$ cat src/rtl/pc_sequencer_if.sv
// ---------------------------------------------------------------------------
// pc_sequencer_if
// Fetch-side bus between the next-PC sequencer and the rest of the pipeline.
//
// Signals:
//   pc_cur        current PC, read back from the PC register
//   pc_next       next PC, driven to the PC register input
//   pc_write_en   PC register load enable
//   hazard_stall  load-use stall from the hazard unit
//   imem_ready    instruction memory can accept a fetch this cycle
//   br_taken      EX-stage branch resolved taken
//   br_target     branch target
//   jmp           ID-stage jump
//   jmp_target    jump target
//   if_id_flush   squash the IF/ID register this cycle
//
// Modports:
//   master  the sequencer (drives pc_next, pc_write_en, if_id_flush)
//   slave   the pipeline / PC register side
// ---------------------------------------------------------------------------
interface pc_sequencer_if;
    logic [31:0] pc_cur;
    logic [31:0] pc_next;
    logic        pc_write_en;
    logic        hazard_stall;
    logic        imem_ready;
    logic        br_taken;
    logic [31:0] br_target;
    logic        jmp;
    logic [31:0] jmp_target;
    logic        if_id_flush;

    modport master (
        input  pc_cur,
        input  hazard_stall,
        input  imem_ready,
        input  br_taken,
        input  br_target,
        input  jmp,
        input  jmp_target,
        output pc_next,
        output pc_write_en,
        output if_id_flush
    );

    modport slave (
        output pc_cur,
        output hazard_stall,
        output imem_ready,
        output br_taken,
        output br_target,
        output jmp,
        output jmp_target,
        input  pc_next,
        input  pc_write_en,
        input  if_id_flush
    );
endinterface

$ cat src/rtl/pc_sequencer.sv
// ---------------------------------------------------------------------------
// pc_sequencer
// Next-PC controller for the fetch stage of a 5-stage MIPS pipeline.
// Chooses between sequential fetch, EX branch redirect, ID jump redirect,
// hazard stall and instruction-memory wait. A redirect that arrives while
// the memory is busy is parked in pend_target until the fetch can go out.
//
// Ports:
//   clk             system clock, rising edge
//   reset           asynchronous, active-low reset
//   bus             pc_sequencer_if.master (PC register + redirect sources)
//   redirect_count  number of redirects applied, saturating
//   stall_timeout   sticky flag: PC has not advanced for STALL_LIMIT cycles
//
// States:
//   state      | meaning
//   -----------+------------------------------------------------------------
//   BOOT       | single cycle after reset; load RESET_VECTOR, flush IF/ID
//   RUN        | normal fetch: redirect > stall/wait > PC+4
//   REDIR_HOLD | redirect accepted but imem busy; hold target, keep flushing
//
// pc_next / pc_write_en / if_id_flush are combinational so the PC register
// loads on the same edge the decision is made.
// ---------------------------------------------------------------------------
module pc_sequencer #(
    parameter logic [31:0] RESET_VECTOR = 32'h0000_0000,
    parameter int          CNT_W        = 16,
    parameter int          STALL_LIMIT  = 64
) (
    input  logic             clk,
    input  logic             reset,
    pc_sequencer_if.master   bus,
    output logic [CNT_W-1:0] redirect_count,
    output logic             stall_timeout
);

    localparam int              SC_W      = $clog2(STALL_LIMIT + 1);
    localparam logic [SC_W-1:0] STALL_MAX = SC_W'(STALL_LIMIT);
    localparam logic [SC_W-1:0] STALL_PRE = SC_W'(STALL_LIMIT - 1);

    typedef enum logic [1:0] {
        BOOT       = 2'd0,
        RUN        = 2'd1,
        REDIR_HOLD = 2'd2
    } state_t;

    state_t          state;
    state_t          state_d;
    logic [31:0]     pend_target;
    logic [31:0]     pend_d;
    logic [SC_W-1:0] stall_cnt;

    logic        redir_req;
    logic [31:0] redir_tgt;
    logic [31:0] hold_tgt;
    logic [31:0] pc_sel;
    logic        write_en;
    logic        flush;
    logic        apply_redir;

    // Branch is the older instruction, so it wins over a simultaneous jump.
    assign redir_req = bus.br_taken | bus.jmp;
    assign redir_tgt = bus.br_taken ? bus.br_target : bus.jmp_target;
    // In hold, a fresh redirect replaces the parked one.
    assign hold_tgt  = redir_req ? redir_tgt : pend_target;

    always_comb begin
        state_d     = state;
        pend_d      = pend_target;
        pc_sel      = bus.pc_cur;
        write_en    = 1'b0;
        flush       = 1'b0;
        apply_redir = 1'b0;

        case (state)
            BOOT: begin
                pc_sel   = RESET_VECTOR;
                write_en = 1'b1;
                flush    = 1'b1;
                state_d  = RUN;
            end

            RUN: begin
                if (redir_req) begin
                    flush = 1'b1;
                    if (bus.imem_ready) begin
                        pc_sel      = redir_tgt;
                        write_en    = 1'b1;
                        apply_redir = 1'b1;
                    end else begin
                        pend_d  = redir_tgt;
                        state_d = REDIR_HOLD;
                    end
                end else if (bus.hazard_stall || !bus.imem_ready) begin
                    pc_sel = bus.pc_cur;
                end else begin
                    pc_sel   = bus.pc_cur + 32'd4;
                    write_en = 1'b1;
                end
            end

            REDIR_HOLD: begin
                // Pipeline is already squashed, so hazard_stall has no say.
                flush  = 1'b1;
                pend_d = hold_tgt;
                if (bus.imem_ready) begin
                    pc_sel      = hold_tgt;
                    write_en    = 1'b1;
                    apply_redir = 1'b1;
                    state_d     = RUN;
                end
            end

            default: begin
                state_d = BOOT;
            end
        endcase

        // Outputs follow reset immediately, not at the next edge.
        if (!reset) begin
            pc_sel      = RESET_VECTOR;
            write_en    = 1'b0;
            flush       = 1'b1;
            apply_redir = 1'b0;
        end
    end

    // Word alignment is enforced on every source, including targets.
    assign bus.pc_next     = {pc_sel[31:2], 2'b00};
    assign bus.pc_write_en = write_en;
    assign bus.if_id_flush = flush;

    always_ff @(posedge clk or negedge reset) begin
        if (!reset) begin
            state          <= BOOT;
            pend_target    <= 32'h0000_0000;
            redirect_count <= '0;
            stall_cnt      <= '0;
            stall_timeout  <= 1'b0;
        end else begin
            state       <= state_d;
            pend_target <= pend_d;

            if (apply_redir && (redirect_count != {CNT_W{1'b1}})) begin
                redirect_count <= redirect_count + CNT_W'(1);
            end

            // Watchdog counts consecutive cycles where the PC holds still.
            if (write_en) begin
                stall_cnt <= '0;
            end else if (state != BOOT) begin
                if (stall_cnt != STALL_MAX) begin
                    stall_cnt <= stall_cnt + SC_W'(1);
                end
                if (stall_cnt >= STALL_PRE) begin
                    stall_timeout <= 1'b1;
                end
            end
        end
    end

endmodule

$ cat src/flat_wrapper.sv
// flat-port wrapper written by rule: the top's interface ports become plain ports
module pc_sequencer_flat 
#(
    parameter logic [31:0] RESET_VECTOR = 32'h0000_0000,
    parameter int          CNT_W        = 16,
    parameter int          STALL_LIMIT  = 64
)
  (clk, reset, redirect_count, stall_timeout, bus_pc_cur, bus_hazard_stall, bus_imem_ready, bus_br_taken, bus_br_target, bus_jmp, bus_jmp_target, bus_pc_next, bus_pc_write_en, bus_if_id_flush);
  pc_sequencer_if bus_i ();
  input  logic clk;
  input  logic reset;
  output logic [CNT_W-1:0] redirect_count;
  output logic stall_timeout;
  input wire logic [$bits(bus_i.pc_cur)-1:0] bus_pc_cur;
  input wire logic [$bits(bus_i.hazard_stall)-1:0] bus_hazard_stall;
  input wire logic [$bits(bus_i.imem_ready)-1:0] bus_imem_ready;
  input wire logic [$bits(bus_i.br_taken)-1:0] bus_br_taken;
  input wire logic [$bits(bus_i.br_target)-1:0] bus_br_target;
  input wire logic [$bits(bus_i.jmp)-1:0] bus_jmp;
  input wire logic [$bits(bus_i.jmp_target)-1:0] bus_jmp_target;
  output wire logic [$bits(bus_i.pc_next)-1:0] bus_pc_next;
  output wire logic [$bits(bus_i.pc_write_en)-1:0] bus_pc_write_en;
  output wire logic [$bits(bus_i.if_id_flush)-1:0] bus_if_id_flush;
  assign bus_i.pc_cur = bus_pc_cur;
  assign bus_i.hazard_stall = bus_hazard_stall;
  assign bus_i.imem_ready = bus_imem_ready;
  assign bus_i.br_taken = bus_br_taken;
  assign bus_i.br_target = bus_br_target;
  assign bus_i.jmp = bus_jmp;
  assign bus_i.jmp_target = bus_jmp_target;
  assign bus_pc_next = bus_i.pc_next;
  assign bus_pc_write_en = bus_i.pc_write_en;
  assign bus_if_id_flush = bus_i.if_id_flush;
  pc_sequencer #(.RESET_VECTOR(RESET_VECTOR), .CNT_W(CNT_W), .STALL_LIMIT(STALL_LIMIT)) u_core (.clk(clk), .reset(reset), .bus(bus_i), .redirect_count(redirect_count), .stall_timeout(stall_timeout));
endmodule
$ cat config.mk
export PLATFORM = sky130hd
export DESIGN_NAME = pc_sequencer_flat
export DESIGN_NICKNAME = d
export VERILOG_FILES = /design/src/rtl/pc_sequencer_if.sv /design/src/rtl/pc_sequencer.sv /design/src/flat_wrapper.sv
export SDC_FILE = /design/constraint.sdc
export NUM_CORES = 1
export LEC_CHECK = 0
export CAP_MARGIN = 20
export CORE_UTILIZATION = 64
export DETAILED_ROUTE_END_ITERATION = 10
export DONT_BUFFER_PORTS = 1
export PLACE_DENSITY_LB_ADDON = 0.12
export SYNTH_ARGS = -nofsm -noshare
export SYNTH_HDL_FRONTEND = slang
export SYNTH_SLANG_ARGS = --single-unit
$ cat constraint.sdc
create_clock -name clk -period 3.45 [get_ports clk]
set_input_delay 0.345 -clock clk [delete_from_list [all_inputs] [get_ports clk]]
set_output_delay 0.345 -clock clk [all_outputs]
set_load 0.1 [all_outputs]
==> impl_metrics.yaml <==
outcome:
  run_status: "finished, violations left"
  failed_checks: "DRC"
global_route:
  gr-total-overflow: 0
  vias_in_the_first_global_route: 5925
  number_of_antenna_violations_at_the_first_check_in_global_routing: 0
  largest_net_degree_at_the_start_of_global_routing: 87
  grt_pass1_wl_um: 29000
  grt_use_total: 0.407
worst_setup_path:
  critical_path.max_fanout: 15
  timing.reg2reg.worst_path_depth: 8
  worst_path_max_delay_cell: "sky130_fd_sc_hd__inv_1"
  worst-r2r-setup-slack_ns: 0.91
  critPathRequiredTime_ns: 3.11
  timing.critical_path.slowest_cell_delay_ns: 0.50
  worstSetupStartpointType: "flip-flop"
  path_cells: "ha_1, inv_1, buf_4, nand2_1, o211ai_1, buf_16"
  critical_path_buf_inv_count: 3
  worstSetupPathType: "reg -> out"
  critical_path_end_type: "output port"
  worstSetupPathDepth: 6
  cp_top_family: "buffers and inverters"
  worst_ep_arrival_time_ns: 2.84
clock_tree:
  path_clk_slew_ns: 0.13
  cts-buffers-inserted: 5
  ctsLongestPathBuffers: 2
  insertion_delay_ns: 0.33
  cts.htree.levels: 2
  cts_tree: "done"
  clock_root_buffer: "sky130_fd_sc_hd__clkbuf_8"
  postCtsSetupBuffers: 0
  numClockSinks: 56
  cts_stage_hold_buffer_count: 2
  cts_repair_resize_count: 0
logic_synthesis:
  number_of_distinct_standard_cells_referenced_by_the_synthesized_netlist: 73
  synthCells: 751
  post_synth_main_area_contributors: "sky130_fd_sc_hd__dfrtp_1, sky130_fd_sc_hd__o21ai_0, sky130_fd_sc_hd__mux2i_1"
  netlist_area_mm2: 0.00565
  ys_ff_latch: 56
  yosys_warnings: 0
  avgSynthCellArea_um2: 7.53
  post-synth-top-area-cell: "sky130_fd_sc_hd__dfrtp_1"
  synth-edff-count: 0
  synth_top_area_frac: 0.248
  postSynth.topFlopCell: "sky130_fd_sc_hd__dfrtp_1"
  ys_seq_area_frac: 0.248
  synthArstFlopShare: 1.00
sta:
  fin_crit_sh: 0.925
  aggregate_negative_setup_slack_ns: 0
  drv_slew: 0
  timing.hold.ws_ns: 0.0922
  setup_violations: 0
  fmax_ghz: 0.313
  clock_skew_ns: 0.0179
  worst-slew-pin-transition_ns: 0.972
  min_period_ns: 3.19
  hold_viol: 0
  grt_setup_unrepaired: "no"
  relSlewSlack: 0.352
placement:
  place.detailed.hpwl_um: 13300
  port_bufs: 0
  placed_cells: 856
  weighted_congestion_at_the_end_of_routability_driven_global_placement: 0.985
layout:
  layout.cells.most_common: "sky130_fd_sc_hd__nand2_1"
  n_fill_cell: 641
  antennaDiodeCount: 0
  sequential_cell_area_mm2: 0.00140
  nNetsFinal: 871
  layout-drive-gt1-share: 0.142
  multi_input_gate_area_in_the_final_layout_mm2: 0.00403
  most_used_cells_in_the_layout_excluding_fill_and_tap_cells: "sky130_fd_sc_hd__nand2_1, sky130_fd_sc_hd__o21ai_0, sky130_fd_sc_hd__dfrtp_1, sky130_fd_sc_hd__a21oi_1"
  fin_cells: 866
  syn_to_final_growth_pct: 12.5
flow_run:
  cap_viol_max_count: 0
die:
  floorplan.die.height_um: 96.0
  floorplan.io_pins: 153
  floorplan.die.width_um: 96.0
  coreArea_mm2: 0.00838
  initial_core_util: 0.674
  floorplan.rows: 33
  die_outline_area_mm2: 0.00921
power_and_ir_drop:
  reported_leakage_power_nw: 2.66
  power-per-cell-area_mw_per_mm2: 707
  total_power_mw: 4.50
  power.ir.vdd_worst_v: 0.000539
drt:
  postRouteWirelength_um: 18700
  drt_first_pass_iters: 10
  route.antenna.remaining_nets: 0
  vias: 6172
  initialDrtViolationCount: 475
  drcViolationCount: 1
  drt-vias-per-instance: 7.13
  drt-wirelength-per-cell_um: 21.6
worst_hold_path:
  worst_hold_check_path_type: "in -> reg"
  whs_path_depth: 1
==> stage by stage <==
| stage | instance area, um^2 | setup WS, ns | util |
|---|---|---|---|
| after floorplan | 5690 | 0.0957 | - |
| after global placement | 6230 | 0.704 | 0.743 |
| after detailed placement | 6230 | 0.703 | 0.743 |
| after CTS | 6360 | 0.328 | 0.758 |
| after global routing | 6360 | 0.171 | 0.758 |
| final | 6360 | 0.260 | 0.758 |
==> flip-flops by register name, indices dropped and copies added (netlist names) <==
name,flops
u_core.pend_target,30
u_core.redirect_count,16
u_core.stall_cnt,7
u_core.stall_timeout,1
u_core.state,2
==> area by class of cell <==
cell class / instances / share of cell area
clock buffers: 6 / 0.0114
clock inverters: 2 / 0.00256
inverters: 27 / 0.0159
multi-input cells: 613 / 0.634
flip-flops and latches: 56 / 0.220
well taps: 105 / 0.0207
repair buffers: 57 / 0.0949
==> layer usage <==
layer,track usage,vias to the layer above,wire length [um]
met3,0.0814,70,1930
met5,0,-,0
met4,0.192,0,682
li1,-,2799,-
met2,0.652,400,8560
met1,0.523,2903,7490
==> cell families (layout without fill, tap and decap cells) <==
group,count (synthesis),in the layout,synth area share
xor+xnor,27,27,0.0418
simple gates,252,252,0.228
flops,56,56,0.248
other cells,1,2,0.000663
fa+ha+maj,9,9,0.0199
buf+inv,83,92,0.0649
mux,46,46,0.0821
compound gates,277,277,0.315
==> worst paths after layout <==
check,end,from
min in group asynchronous,u_core.pend_target[15]$_DFFE_PN0P_,reset
min,u_core.stall_cnt[2]$_DFFE_PN0P_,reset
max reg2reg,u_core.stall_timeout$_DFFE_PN0P_,u_core.state[0]$_DFFE_PN0P_
max in group asynchronous,u_core.pend_target[30]$_DFFE_PN0P_,reset
max,bus_pc_next[21],u_core.state[0]$_DFFE_PN0P_
min reg2reg,u_core.pend_target[4]$_DFFE_PN0P_,u_core.pend_target[4]$_DFFE_PN0P_
==> Yosys cell counts, types with 10 or more instances <==
library cell and count:
sky130_fd_sc_hd__nand4_1 16, sky130_fd_sc_hd__xor2_1 10, sky130_fd_sc_hd__o221ai_1 10, sky130_fd_sc_hd__clkbuf_1 23
sky130_fd_sc_hd__o21a_1 11, sky130_fd_sc_hd__nor2b_1 11, sky130_fd_sc_hd__and3_1 11, sky130_fd_sc_hd__dfrtp_1 56
sky130_fd_sc_hd__a21oi_1 49, sky130_fd_sc_hd__nand2_1 92, sky130_fd_sc_hd__o22ai_1 12, sky130_fd_sc_hd__xnor2_1 17
sky130_fd_sc_hd__mux2i_1 43, sky130_fd_sc_hd__nor3_1 11, sky130_fd_sc_hd__o21ai_0 94, sky130_fd_sc_hd__inv_1 24
sky130_fd_sc_hd__nor2_1 45, sky130_fd_sc_hd__a21boi_0 16, sky130_fd_sc_hd__a31oi_1 10, sky130_fd_sc_hd__buf_2 19
sky130_fd_sc_hd__nand3_1 27
==> report_power, final <==
group / internal (mW) / switching [mW]
Sequential: 0.889 / 0.142
Combinational: 0.917 / 2.15
Clock: 0.146 / 0.253
Total: 1.95 / 2.54
Power figures use the tool's default switching activity.
